===== src/rtl/sm_vga_mem_arb.sv =====
// rtl/sm_vga_mem_arb.sv - SVGA memory port arbiter between CRT refresh fetch and CPU host access.
// Round-robin with CRT urgency, CPU anti-starvation and an ownership watchdog.
module sm_vga_mem_arb #(
  parameter int CPU_MAX_WAIT = 16,
  parameter int OWN_TIMEOUT  = 64
) (
  input  logic        mem_clk,
  input  logic        hreset,
  input  logic        sync_c_crt_line_end,
  input  logic        crt_cycle_req,
  input  logic        crt_urgent,
  input  logic        crt_svga_req,
  input  logic        crt_done,
  input  logic        cpu_req,
  input  logic        cpu_svga_req,
  input  logic        cpu_done,
  input  logic        svga_ack,
  output logic        crt_gnt,
  output logic        cpu_gnt,
  output logic        svga_req,
  output logic        crt_svga_ack,
  output logic        cpu_svga_ack,
  output logic        arb_timeout,
  output logic [15:0] probe
);

  typedef enum logic [1:0] {
    IDLE    = 2'b00,
    CRT_OWN = 2'b01,
    CPU_OWN = 2'b10,
    RELEASE = 2'b11
  } state_t;

  localparam logic       OWNER_CRT = 1'b0;
  localparam logic       OWNER_CPU = 1'b1;
  localparam logic [7:0] MAX_WAIT  = 8'(CPU_MAX_WAIT);
  localparam logic [7:0] TIMEOUT   = 8'(OWN_TIMEOUT);

  state_t     state;
  logic       last_owner;
  logic [7:0] cpu_wait_cnt;
  logic [7:0] own_cnt;

  logic starve;
  logic own_expired;
  logic pick_crt;
  logic pick_cpu;
  logic in_own;

  assign starve      = cpu_req && (cpu_wait_cnt >= MAX_WAIT);
  assign own_expired = own_cnt >= TIMEOUT;
  assign in_own      = (state == CRT_OWN) || (state == CPU_OWN);

  // IDLE decision: starvation first, then CRT urgency, then round robin on last_owner.
  always_comb begin
    pick_crt = 1'b0;
    pick_cpu = 1'b0;
    if (state == IDLE) begin
      if (starve) begin
        pick_cpu = 1'b1;
      end else if (crt_cycle_req && crt_urgent) begin
        pick_crt = 1'b1;
      end else if (crt_cycle_req && cpu_req) begin
        if (last_owner == OWNER_CPU) begin
          pick_crt = 1'b1;
        end else begin
          pick_cpu = 1'b1;
        end
      end else if (crt_cycle_req) begin
        pick_crt = 1'b1;
      end else if (cpu_req) begin
        pick_cpu = 1'b1;
      end
    end
  end

  // Done has priority over the watchdog so a completing owner never flags a timeout.
  always_ff @(posedge mem_clk or posedge hreset) begin
    if (hreset) begin
      state       <= IDLE;
      crt_gnt     <= 1'b0;
      cpu_gnt     <= 1'b0;
      arb_timeout <= 1'b0;
      last_owner  <= OWNER_CPU;
    end else begin
      arb_timeout <= 1'b0;
      case (state)
        IDLE: begin
          if (pick_cpu) begin
            state      <= CPU_OWN;
            cpu_gnt    <= 1'b1;
            last_owner <= OWNER_CPU;
          end else if (pick_crt) begin
            state      <= CRT_OWN;
            crt_gnt    <= 1'b1;
            last_owner <= OWNER_CRT;
          end
        end
        CRT_OWN: begin
          if (crt_done || sync_c_crt_line_end) begin
            state   <= RELEASE;
            crt_gnt <= 1'b0;
          end else if (own_expired) begin
            state       <= RELEASE;
            crt_gnt     <= 1'b0;
            arb_timeout <= 1'b1;
          end
        end
        CPU_OWN: begin
          if (cpu_done) begin
            state   <= RELEASE;
            cpu_gnt <= 1'b0;
          end else if (own_expired) begin
            state       <= RELEASE;
            cpu_gnt     <= 1'b0;
            arb_timeout <= 1'b1;
          end
        end
        RELEASE: begin
          state <= IDLE;
        end
        default: begin
          state   <= IDLE;
          crt_gnt <= 1'b0;
          cpu_gnt <= 1'b0;
        end
      endcase
    end
  end

  always_ff @(posedge mem_clk or posedge hreset) begin
    if (hreset) begin
      own_cnt <= 8'd0;
    end else if (pick_crt || pick_cpu || svga_ack) begin
      own_cnt <= 8'd0;
    end else if (in_own && (own_cnt != 8'hff)) begin
      own_cnt <= own_cnt + 8'd1;
    end
  end

  always_ff @(posedge mem_clk or posedge hreset) begin
    if (hreset) begin
      cpu_wait_cnt <= 8'd0;
    end else if (!cpu_req || cpu_gnt) begin
      cpu_wait_cnt <= 8'd0;
    end else if (cpu_wait_cnt != 8'hff) begin
      cpu_wait_cnt <= cpu_wait_cnt + 8'd1;
    end
  end

  assign svga_req     = (crt_gnt & crt_svga_req) | (cpu_gnt & cpu_svga_req);
  assign crt_svga_ack = svga_ack & crt_gnt;
  assign cpu_svga_ack = svga_ack & cpu_gnt;
  assign probe        = {state, last_owner, starve, cpu_wait_cnt, own_cnt[7:4]};

endmodule


===== config.mk =====
export PLATFORM = sky130hd
export DESIGN_NAME = sm_vga_mem_arb
export DESIGN_NICKNAME = d
export VERILOG_FILES = /design/src/rtl/sm_vga_mem_arb.sv
export SDC_FILE = /design/constraint.sdc
export NUM_CORES = 1
export LEC_CHECK = 0
export ABC_AREA = 1
export CAP_MARGIN = 10
export CELL_PAD_IN_SITES_DETAIL_PLACEMENT = 0
export CELL_PAD_IN_SITES_GLOBAL_PLACEMENT = 1
export CORE_MARGIN = 5
export CORE_UTILIZATION = 33
export DETAILED_ROUTE_END_ITERATION = 10
export PLACE_DENSITY = 0.83
export SYNTH_ARGS = -nofsm -noshare
export SYNTH_HDL_FRONTEND = slang
export SYNTH_SLANG_ARGS = --single-unit

===== constraint.sdc =====
create_clock -name mem_clk -period 1.29 [get_ports mem_clk]
set_input_delay 0.387 -clock mem_clk [delete_from_list [all_inputs] [get_ports mem_clk]]
set_output_delay 0.387 -clock mem_clk [all_outputs]
set_load 0.02 [all_outputs]

Yosys cells after proc, flatten, opt, wreduce, memory -nomap -nowiden. Index checks and enable logic that the tools add are counted.

Flip-flop bits (word level): 22. Input port bits: 11. Output and inout bits: 22. Word-level logic and storage cells: 83.

Add/sub/neg operators: 2. $lt $le $gt $ge: 2. Equality and inequality tests: 11. Mux-type cells: 37. Bitwise logic cells: 5. Reduce and logical (&&, ||, !) cells: 19.

Operator list (count): $mux W8 (4); $mux W1 (24); $add A8 B1 Y8 const B (2); $ne A8 B8 Y1 const B (2); $mux W2 (5); $reduce_bool A2 Y1 (5); $ge A8 B5 Y1 const B (1); $ge A8 B7 Y1 const B (1); $pmux W2 S4 (1); $ne A2 B2 Y1 const B (3); $ne A3 B3 Y1 const B (2); $pmux W1 S2 (3); $logic_or A1 B1 Y1 (5); $and A1 B1 Y1 (4); $eq A2 B2 Y1 const B (2); $logic_and A1 B1 Y1 (4); $reduce_and A4 Y1 (1); $ne A3 B2 Y1 const B (1); $reduce_and A3 Y1 (1); $eq A2 B1 Y1 const B (1); $logic_not A2 Y1 (1); $reduce_and A2 Y1 (1); $logic_not A1 Y1 (1); $or A1 B1 Y1 (1).

Logic depth before layout (Yosys ltp). Gate-level depths: netlist (run 1).

Word-level depth: 9. Gate-level depth with buffers: 9. Depth with buffers taken out: 9.

Worst setup path before layout (run 1). No wires, ideal clock.

Path kind: register to register. Start: register state[1]. End: register own_cnt[0]. Library setup time: 123 ps. Data arrival time: 1291 ps. Required time: 1167 ps. Slack: -124 ps. Cell stages (with the launch flop): 7. Path buffers: 0. Period minus slack after synthesis: 1414 ps. Cells stage by stage: dfrtp_1 > inv_1 > ha_1 > nand2_4 > inv_2 > nand2_1 > nor3b_2.

Cells in the longest elaborated chain, start to end: 5. Elaborated cells on any way between the ends: 11. Classes of those cells: eq/ne (2); mux (3); reduce/logical (6).

Ends and longest elaborated chain: start: declaration (RTL line 39) `state_t state;`; start signal: assignment (RTL line 80) `state <= IDLE;`; start signal: assignment (RTL line 90) `state <= CPU_OWN;`; start signal: assignment (RTL line 94) `state <= CRT_OWN;`; $logic_not A2 Y1 (RTL line 58) `if (state == IDLE) begin`; $mux W1 (RTL line 58); $logic_or A1 B1 Y1 (2 in series) (RTL line 134) `end else if (pick_crt || pick_cpu || svga_ack) begin`; $mux W8 or $reduce_bool A2 Y1 (tied branches); end signal: assignment (RTL line 137) `own_cnt <= own_cnt + 8'd1;`; end: declaration (RTL line 42) `logic [7:0] own_cnt;`.

Parallel ways exist; a longest one is shown, timed or not. A chain may end at the register's enable or synchronous reset.

Worst setup path in the final report (run 1).
Start: register cpu_wait_cnt[7]. End: output port probe[12].

Cells in the longest elaborated chain, start to end: 2.

Ends and longest elaborated chain: start: declaration (RTL line 41) `logic [7:0] cpu_wait_cnt;`; start signal: assignment (RTL line 147) `cpu_wait_cnt <= cpu_wait_cnt + 8'd1;`; $ge A8 B5 Y1 (RTL line 50) `assign starve = cpu_req && (cpu_wait_cnt >= MAX_WAIT);`; $logic_and A1 B1 Y1 (RTL line 50); end: declaration (RTL line 24) `output logic [15:0] probe`.

No other way between the ends.

==> flow_metrics.py, run 1 <==
metrics = {
    "cts": {
        "clock_latency_ns": 0.27,
        "hold_buffers": 0,
        "root_buffer": "clkbuf_8",
        "htreeDepth": 1,
        "clock_path_buffers": 2,
        "path_clk_slew_ns": 0.09,
        "numCtsBuffers": 3,
        "clock-sinks": 22,
        "cts_tree": "done",
    },
    "final_layout": {
        "fin_cells": 313,
        "postLayoutCoreUtil_pct": 56.86,
        "multiInputGateArea_um2": 1010,
        "fillCellCount": 392,
        "ff_latch_area_um2": 556.8,
        "finalNetCount": 279,
        "design_area_um2": 2459,
        "drive_above_1_share_pct": 56.70,
        "area.growth.synth_to_final_pct": 68.67,
        "num_antenna_cells": 0,
    },
    "floorplan": {
        "fp.dieW_um": 76.46,
        "dieHeight_um": 76.46,
        "core_um2": 4324,
        "io_pins": 33,
        "row_count": 24,
        "dieArea_um2": 5846,
        "initial_utilization_pct": 33.71,
    },
    "power": {
        "power.density_nw_per_um2": 1469,
        "leakage_nw": 1.233,
        "fin_total_pwr_mw": 3.613,
        "peakVddDrop_mv": 0.6598,
    },
    "yosys": {
        "netlist_area_um2": 1458,
        "yosysUniqueCellTypes": 31,
        "synthArstFlopShare_pct": 100.0,
        "synth_flop_cell": "dfrtp_1",
        "yosysMostFrequentCell": "nand2_1",
        "synthCells": 186,
        "synth_top_area_share_pct": 36.05,
        "synth_nets": 203,
        "ys_seq_area_share_pct": 37.85,
        "yosysWarnings": 0,
        "avgSynthCellArea_um2": 7.837,
        "ys_seq_elements": 22,
        "synth_area_leaders": "dfrtp_1, nand2_1, inv_1",
        "synth_edf_count": 0,
        "yosysTopAreaCell": "dfrtp_1",
        "ys_top_cells_by_count": "nand2_1, inv_1, dfrtp_1",
    },
    "sta": {
        "finalHoldViolations": 0,
        "finalSetupViolCount": 25,
        "grt_setup_unrepaired": "true",
        "finClkSkew_ns": 0.007796,
        "relSlewSlack_pct": 84.04,
        "max_freq_mhz": 681.4,
        "worst_pin_slew_ns": 0.2394,
        "fin_ws_ns": -0.1775,
        "fin_crit_ns": 1.467,
        "period_share_pct": 113.8,
        "setup_tns_ns": -1.403,
        "drv_slew": 0,
    },
    "grt": {
        "grt_max_degree": 23,
        "grt_pass1_wl_um": 6106,
        "antenna_found_initial": 0,
        "met1_usage_pct": 14.39,
        "global_route.overflow_total": 0,
        "grt_usage_pct": 12.21,
        "grt_pass1_vias": 1389,
        "use_met3_pct": 1.891,
        "grtUsageMet2_pct": 21.92,
        "grt_busiest_layer": "met2",
    },
    "worst_setup_path": {
        "cp-endpoint": "probe[12]",
        "reg2regPathDepth": 9,
        "worstPathMaxFanout": 2,
        "worstSetupPathType": "reg -> out",
        "rr_startpoint": "cpu_wait_cnt[4]$_DFFE_PP0P_",
        "startpoint_type": "register",
        "r2r-end": "cpu_wait_cnt[7]$_DFFE_PP0P_",
        "rrSetupSlack_ns": -0.09,
        "crit_start": "cpu_wait_cnt[7]$_DFFE_PP0P_",
        "cp-end-kind": "primary output",
        "cp.required_ns": 0.90,
        "cp.arrival_ns": 1.08,
    },
    "route": {
        "vias_per_cell": 4.649,
        "drt-total-wl_um": 3721,
        "drc_errors": 0,
        "wire_per_inst_um": 11.89,
        "drtIter0Drc": 36,
        "routed-via-count": 1455,
        "postRouteAntennaNets": 0,
        "dr.pass1.iters": 4,
    },
    "run": {
        "drv_cap": 0,
    },
    "outcome": {
        "outcome": "complete, but fails checks",
        "violations": "negative setup slack",
    },
    "worst_hold_path": {
        "hp-class": "in -> async",
    },
    "placed_design": {
        "io_buffers": 32,
        "dp.cells": 298,
        "gp_congestion": 0.7730,
        "dp_hpwl_um": 2649,
        "placedInstanceArea_um2": 2098,
    },
}
through the flow:
stage	hold slack [ns]	setup slack (ns)
6_report	0.4359	-0.1775
5_1_grt	0.4556	-0.2560
4_1_cts	0.4350	-0.1836
3_5_place_dp	0.5515	-0.6972
3_3_place_gp	0.5427	-0.6769
2_1_floorplan	0.3752	-0.003929
critical path: stages (launching register included):
cell	delay, ns
dfrtp_2	0.40
nor2_1	0.12
nand2_2	0.08
nand2_2	0.07
inv_2	0.03
buf_6	0.12
flip-flops by register name (all words and copies together) (netlist names):
signal,count
own_cnt,8
cpu_wait_cnt,8
arb_timeout,1
state,2
crt_gnt,1
last_owner,1
cpu_gnt,1
area by class of cell:
cell class	instances	area share [%]
Clock buffer	4	2.239
Inverter	28	4.580
Multi-Input combinational cell	130	41.07
Sequential cell	22	22.65
Tap cell	52	2.646
Timing Repair Buffer	77	26.82
worst min path at each step:
stage / slack, ns / end / start
after floorplan: 0.38 / arb_timeout$_DFF_PP0_ / hreset
after global placement: 0.54 / crt_gnt$_DFFE_PP0P_ / crt_gnt$_DFFE_PP0P_
after detailed placement: 0.55 / crt_gnt$_DFFE_PP0P_ / crt_gnt$_DFFE_PP0P_
after CTS: 0.43 / own_cnt[0]$_DFFE_PP0P_ / hreset
after global routing: 0.46 / own_cnt[1]$_DFFE_PP0P_ / hreset
final: 0.44 / own_cnt[0]$_DFFE_PP0P_ / hreset
cell families after synthesis:
| logic type | synth area share (%) |
|---|---|
| simple gates | 34.33 |
| xor+xnor | 2.404 |
| compound gates | 9.957 |
| fa+ha+maj | 5.150 |
| flops | 37.85 |
| buf+inv | 10.30 |
power by group:
part	switching, mW	leakage [nW]	total (mW)	internal (mW)
combinational	1.16	0.916	2.16	1.01
clock	0.246	0.0288	0.519	0.273
sequential	0.103	0.288	0.930	0.827
total	1.51	1.23	3.61	2.11
placed cells by master (no fill, tap or decap), drive strengths merged:
cell type	instances
buf	67
nand2	49
inv	28
dfrtp	21
nor2	20
nand3	19
o21ai	9
a21oi	6
ha	6
dlygate4sd2	5
nor3	5
clkbuf	4
clkdlybuf4s50	4
xor2	3
a31oi	3
o21a	2
nand4	2
nand3b	1
xnor2	1
a31o	1
o211ai	1
a22o	1
nor3b	1
dlymetal6s2s	1
dfstp	1
layer usage:
| layer | vias up | routed length (um) |
|---|---|---|
| met2 | 25 | 1966 |
| met1 | 681 | 1559 |
| met5 | - | 0 |
| met4 | 0 | 66 |
| met3 | 6 | 130 |
| li1 | 743 | - |
repair_timing:
item	4_1_cts	5_1_grt
pin swaps	20	20
setup buffers	9	5
resized for setup	143	44
setup endpoints to repair	43	29
(Power assumes the default switching activity.)
==> run 2: changes to the inputs <==
--- a/config.mk
+++ b/config.mk
@@ -5,12 +5,10 @@
 export SDC_FILE = /design/constraint.sdc
 export NUM_CORES = 1
 export LEC_CHECK = 0
-export ABC_AREA = 1
 export CAP_MARGIN = 10
 export CELL_PAD_IN_SITES_DETAIL_PLACEMENT = 0
 export CELL_PAD_IN_SITES_GLOBAL_PLACEMENT = 1
-export CORE_MARGIN = 5
-export CORE_UTILIZATION = 33
+export CORE_UTILIZATION = 34
 export DETAILED_ROUTE_END_ITERATION = 10
 export PLACE_DENSITY = 0.83
 export SYNTH_ARGS = -nofsm -noshare
==> run 2 against run 1 <==
Against the previous run:
- the run still ends with negative setup slack left
- design area is 2.6% higher
- area after synthesis down 0.94%
- clock-buffer cell count did not move
- setup slack worse by 0.19 ns
- highest routed layer unchanged
- non-clock buffer count rose by 13
- critical path depth fell by 3
- first-iteration DRC count up 120%
- final cell count fell by 7.7%
- critical endpoint unchanged
- register-to-register slack got worse by 0.27 ns
- sequential share of layout area is 0.34 points lower
- synthesized cell count decreased by 15%
- largest power group unchanged
- critical path type unchanged
==> flow_metrics.py, run 2 <==
metrics = {
    "outcome": {
        "outcome": "complete, but fails checks",
        "violations": "negative setup slack",
    },
    "cts": {
        "path_clk_slew_ns": 0.08,
        "numCtsBuffers": 3,
        "hold_buffers": 0,
        "htreeDepth": 1,
        "root_buffer": "clkbuf_8",
        "cts_tree": "done",
        "clock_latency_ns": 0.26,
        "clock_path_buffers": 2,
        "clock-sinks": 22,
    },
    "yosys": {
        "synth_edf_count": 0,
        "synth_xor_area_share_pct": 0,
        "synth_mux_area_share_pct": 3.466,
        "synthArstFlopShare_pct": 100.0,
        "yosysUniqueCellTypes": 48,
        "synth_compound_area_share_pct": 21.58,
        "synth_nets": 175,
        "synth_top_area_share_pct": 36.40,
        "avgSynthCellArea_um2": 9.139,
        "yosysMostFrequentCell": "dfrtp_1",
        "synth_area_leaders": "dfrtp_1, ha_1, a21oi_1",
        "ys_top_cells_by_count": "dfrtp_1, a21oi_1, inv_1, nand2_1, nor3_1",
        "synth_top_family_by_area": "simple AND/OR/NAND/NOR gates",
        "ys_seq_area_share_pct": 38.21,
        "yosysWarnings": 0,
        "synthCells": 158,
        "yosysTopAreaCell": "dfrtp_1",
        "synthSimpleGateAreaFrac_pct": 23.48,
        "netlist_area_um2": 1444,
        "ys_seq_elements": 22,
        "synth_flop_cell": "dfrtp_1",
        "synthAdderAreaFrac_pct": 5.199,
    },
    "route": {
        "drt-total-wl_um": 4808,
        "drc_errors": 0,
        "dr.pass1.iters": 4,
        "vias_per_cell": 5.637,
        "drtIter0Drc": 79,
        "wire_per_inst_um": 16.64,
        "routed-via-count": 1629,
        "postRouteAntennaNets": 0,
    },
    "placed_design": {
        "dp_hpwl_um": 3319,
        "place_ws_ns": -0.7453,
        "io_buffers": 32,
        "gp_congestion": 0.9369,
    },
    "final_layout": {
        "drive_above_1_share_pct": 58.16,
        "fillCellCount": 326,
        "top_regs": "cpu_wait_cnt x8, own_cnt x8, state x2",
        "finalNetCount": 257,
        "multiInputGateArea_um2": 1045,
        "final_common_cell": "buf_4",
        "postLayoutCoreUtil_pct": 62.64,
        "mostFrequentLayoutCells": "buf_4, buf_6, dfrtp_1",
        "num_antenna_cells": 0,
        "ff_latch_area_um2": 563.0,
        "area.growth.synth_to_final_pct": 74.78,
    },
    "worst_setup_path": {
        "rrSetupSlack_ns": -0.36,
        "slowest_stage": "o41a_1",
        "reg2regPathDepth": 4,
        "worstPathMaxFanout": 2,
        "cpPeakStageDelay_ns": 0.43,
        "r2r-end": "crt_gnt$_DFFE_PP0P_",
        "startpoint_type": "register",
        "rr_startpoint": "cpu_wait_cnt[6]$_DFFE_PP0P_",
        "cp.required_ns": 0.90,
        "cp-end-kind": "primary output",
        "worstSetupPathType": "reg -> out",
        "path_cells": "o41a_1 > buf_2",
        "cp.arrival_ns": 1.27,
    },
    "grt": {
        "grt_max_degree": 14,
        "grt_pass1_wl_um": 7879,
        "grt_pass1_vias": 1691,
        "grt_usage_pct": 23.54,
        "antenna_found_initial": 0,
        "global_route.overflow_total": 0,
    },
    "floorplan": {
        "dieArea_um2": 4511,
        "row_count": 23,
        "core_um2": 4029,
        "io_pins": 33,
        "initial_utilization_pct": 35.84,
        "fp.dieW_um": 67.17,
        "dieHeight_um": 67.17,
    },
    "sta": {
        "grt_setup_unrepaired": "true",
        "max_freq_mhz": 605.0,
        "drv_slew": 0,
        "finClkSkew_ns": 0.002305,
        "finalSetupViolCount": 30,
        "fin_crit_ns": 1.653,
        "finalHoldViolations": 0,
        "period_share_pct": 128.1,
        "fin_ws_ns": -0.3630,
        "worst_pin_slew_ns": 0.3915,
        "relSlewSlack_pct": 73.79,
        "hold_slack_ns": 0.4296,
    },
    "power": {
        "fin_total_pwr_mw": 3.839,
        "power.density_nw_per_um2": 1521,
        "sw_frac_of_total_pct": 38.24,
        "leakage_nw": 1.091,
        "pwr-share-clk_pct": 13.2,
        "power_frac_seq_pct": 24.9,
        "switching_power_mw": 1.468,
        "peakVddDrop_mv": 1.278,
        "power_frac_comb_pct": 61.9,
        "power.internal_mw": 2.371,
    },
    "worst_hold_path": {
        "hp-class": "in -> async",
    },
    "run": {
        "drv_cap": 0,
    },
}
==> run 2: cell count changes after synthesis, moves of 4 or more <==
cell | previous run | this run
mux2i_1 | 0 | 5
nand2_1 | 43 | 10
inv_1 | 24 | 10
nor3_1 | 5 | 10
inv_2 | 4 | 0
nand3_1 | 16 | 6
a21oi_1 | 5 | 10
nand3b_1 | 1 | 5
clkbuf_1 | 0 | 6
nor2_1 | 16 | 6
nand2_2 | 4 | 0
==> run 2: kinds of logic (layout without fill, tap and decap cells) <==
family | after synthesis | after routing
adders and majority gates | 6 | 6
and+or+nand+nor | 59 | 59
AOI/OAI and AO/OA | 43 | 43
muxes | 5 | 5
buffers and inverters | 23 | 104
DFF | 22 | 22
==> run 2: repair_timing <==
action                     CTS  global route
pin swaps                   21            11
setup buffers               13             4
setup endpoints to repair   43            37
gates resized for setup    150            27
==> run 2: metrics by stage <==
step	cells	area (um^2)	setup TNS (ns)
6_report	289	2524	-3.861
2_1_floorplan	158	1534	-2.086
3_3_place_gp	274	2176	-12.28
3_5_place_dp	274	2176	-13.40
4_1_cts	290	2460	-5.061
5_1_grt	289	2524	-5.056
==> run 2: metal layers <==
metal | vias to the layer above | GRT usage, % | routed length [um]
met2 | 52 | 42.38 | 2649
li1 | 755 | - | -
met1 | 812 | 27.87 | 1915
met3 | 10 | 3.885 | 170
met5 | - | 0 | 0
met4 | 0 | 8.511 | 73
==> run 2: worst max path at each step <==
| stage | from | endpoint | slack [ns] | cells after the start |
|---|---|---|---|---|
| detailed placement | cpu_req | probe[12] | -0.75 | 3 |
| global placement | cpu_req | probe[12] | -0.72 | 3 |
| CTS | cpu_wait_cnt[5]$_DFFE_PP0P_ | probe[12] | -0.36 | 2 |
| finish | cpu_wait_cnt[6]$_DFFE_PP0P_ | probe[12] | -0.36 | 2 |
| floorplan | cpu_wait_cnt[7]$_DFFE_PP0P_ | crt_gnt$_DFFE_PP0P_ | -0.44 | 4 |
| global route | cpu_wait_cnt[5]$_DFFE_PP0P_ | probe[12] | -0.39 | 2 |
==> run 2: area by class of cell <==
type	count	area share [%]
timing repair buffer	90	30.04
tap	50	2.479
clock buffer	4	2.181
sequential	22	22.31
multi-input combinational	113	41.40
inverter	10	1.587
==> run 2: power groups by stage <==
stage	Sequential (mW)	Combinational, mW	Clock (mW)
final	0.956	2.38	0.506
after global routing	0.973	2.53	0.543
after CTS	0.937	2.24	0.518
after detailed placement	0.947	1.85	0
after global placement	0.943	1.78	0
after floorplan	1.04	0.968	0
==> run 2: critical path, delay by kind of cell (launching register included) <==
family	cells	cell delay [ns]
flip-flops	1	0.40
AO/OA/AOI/OAI	1	0.43
buffers and inverters	1	0.17
==> run 3: changes to the inputs <==
--- a/config.mk
+++ b/config.mk
@@ -10,7 +10,7 @@
 export CELL_PAD_IN_SITES_GLOBAL_PLACEMENT = 1
 export CORE_UTILIZATION = 34
 export DETAILED_ROUTE_END_ITERATION = 10
-export PLACE_DENSITY = 0.83
+export PLACE_DENSITY = 0.76
 export SYNTH_ARGS = -nofsm -noshare
 export SYNTH_HDL_FRONTEND = slang
 export SYNTH_SLANG_ARGS = --single-unit
==> run 3 against run 2 <==
Against the previous run:
- the run still ends with negative setup slack left
- non-clock buffer count is 8 higher
- die area stayed put
- core utilization is 2.0 points higher
- design area is 3.2% higher
- wire length is 1.2% lower
- sequential share of layout area is 0.74 points lower
- via count is 1.4% lower
- hold slack worse by 0.090 ns
- final cell count is 2.8% higher
- combinational power is 4% higher
- largest cell class unchanged
==> flow_metrics.py, run 3 (synthesis results as in run 2) <==
metrics = {
    "final_layout": {
        "fin_cells": 297,
        "num_antenna_cells": 0,
        "mostFrequentLayoutCells": "buf_4, buf_6, dfrtp_1",
        "top_regs": "cpu_wait_cnt x8, own_cnt x8, state x2",
        "final_common_cell": "buf_4",
        "fillCellCount": 324,
        "finalNetCount": 265,
        "area.growth.synth_to_final_pct": 80.42,
        "drive_above_1_share_pct": 58.70,
    },
    "sta": {
        "grt_setup_unrepaired": "true",
        "finalHoldViolations": 0,
        "period_share_pct": 128.4,
        "max_freq_mhz": 604.0,
        "fin_crit_ns": 1.656,
        "finClkSkew_ns": 0.001866,
        "fin_ws_ns": -0.3657,
        "finalSetupViolCount": 31,
        "drv_slew": 0,
        "relSlewSlack_pct": 74.48,
        "worst_pin_slew_ns": 0.3779,
    },
    "floorplan": {
        "io_pins": 33,
        "row_count": 23,
        "dieArea_um2": 4511,
        "fp.dieW_um": 67.17,
        "dieHeight_um": 67.17,
        "initial_utilization_pct": 35.84,
        "core_um2": 4029,
    },
    "worst_setup_path": {
        "cp.required_ns": 1.44,
        "startpoint_type": "register",
        "rr_startpoint": "cpu_wait_cnt[5]$_DFFE_PP0P_",
        "cp.arrival_ns": 1.81,
        "worstSetupPathType": "reg -> reg",
        "worstPathMaxFanout": 3,
        "crit_start": "cpu_wait_cnt[5]$_DFFE_PP0P_",
        "cp-end-kind": "register",
    },
    "grt": {
        "grt_usage_pct": 21.35,
        "grt_max_degree": 13,
        "antenna_found_initial": 0,
        "global_route.overflow_total": 0,
        "grt_pass1_wl_um": 7341,
        "grt_pass1_vias": 1637,
    },
    "route": {
        "postRouteAntennaNets": 0,
        "dr.pass1.iters": 4,
        "vias_per_cell": 5.411,
        "drt-total-wl_um": 4752,
        "wire_per_inst_um": 16.00,
        "drtIter0Drc": 77,
        "drc_errors": 0,
        "routed-via-count": 1607,
    },
    "placed_design": {
        "dp.cells": 275,
        "gp_congestion": 0.8663,
        "io_buffers": 32,
        "place_ws_ns": -0.7852,
        "dp_hpwl_um": 3179,
    },
    "outcome": {
        "outcome": "complete, but fails checks",
        "violations": "negative setup slack",
    },
    "power": {
        "leakage_nw": 1.145,
        "power.density_nw_per_um2": 1503,
        "peakVddDrop_mv": 1.211,
    },
    "worst_hold_path": {
        "hp-class": "in -> async",
    },
    "cts": {
        "clock_latency_ns": 0.26,
        "htreeDepth": 1,
        "numCtsBuffers": 3,
        "clock-sinks": 22,
        "root_buffer": "clkbuf_8",
        "hold_buffers": 0,
        "path_clk_slew_ns": 0.08,
        "clock_path_buffers": 2,
        "cts_tree": "done",
    },
    "run": {
        "drv_cap": 0,
    },
}
==> run 3: cell types whose count changed in the layout (fill, tap and decap cells not counted), sizes merged <==
cell / previous run / this run
dlygate4sd2: 5 / 6
clkdlybuf4s50: 5 / 4
buf: 80 / 88
==> run 3: timing repair <==
item | in CTS | in global routing
pin swaps | 22 | 16
endpoints found under the hold margin | 0 | 0
gates resized for setup | 143 | 32
buffers inserted | 14 | 6
setup endpoints to repair | 43 | 36
==> run 3: final cells by class <==
class | count | area, um^2 | share of cell area (%)
inverter | 10 | 40.04 | 1.537
tap | 50 | 62.56 | 2.402
multi-input combinational | 113 | 1049 | 40.25
timing repair buffer | 98 | 837.1 | 32.13
sequential | 22 | 561.8 | 21.57
clock buffer | 4 | 55.05 | 2.113
==> run 3: metal layers <==
layer | vias up | track usage [%] | routed length, um
li1 | 766 | - | -
met3 | 6 | 2.703 | 159
met4 | 0 | 5.585 | 51
met1 | 797 | 24.97 | 1951
met2 | 38 | 40.38 | 2590
met5 | - | 0 | 0
==> run 3: path summary, 6_finish.rpt <==
path	endpoint	slack, ns	cells after the start
worst min register to register	own_cnt[1]$_DFFE_PP0P_	0.63	2
worst max-delay path	crt_gnt$_DFFE_PP0P_	-0.37	4
worst max register to register	crt_gnt$_DFFE_PP0P_	-0.37	4
max in group asynchronous	state[1]$_DFFE_PP0P_	0.52	3
worst min-delay path	cpu_gnt$_DFFE_PP0P_	0.34	2
min in group mem_clk	own_cnt[1]$_DFFE_PP0P_	0.63	2
==> run 3: power breakdown <==
group	switching [mW]	internal, mW
clock network	0.233	0.272
registers	0.115	0.827
logic	1.11	1.36
total	1.46	2.46
==> run 3: critical path, stage by stage (launching register included) <==
cell,delay (ns)
dfrtp_1,0.39
o41a_1,0.46
buf_4,0.16
o311a_1,0.28
a221o_1,0.25
==> run 3: metrics by stage <==
step	area, um^2	power (mW)	hold WS (ns)	util, %	setup TNS, ns
floorplan	1534	2.010	0.3750	-	-2.086
global route	2605	4.138	0.3507	64.66	-6.010
finish	2605	3.915	0.3397	64.66	-4.531
CTS	2446	3.647	0.3419	60.71	-4.009
detailed placement	2196	2.886	0.6049	54.50	-13.64
global placement	2196	2.813	0.5809	54.50	-12.68
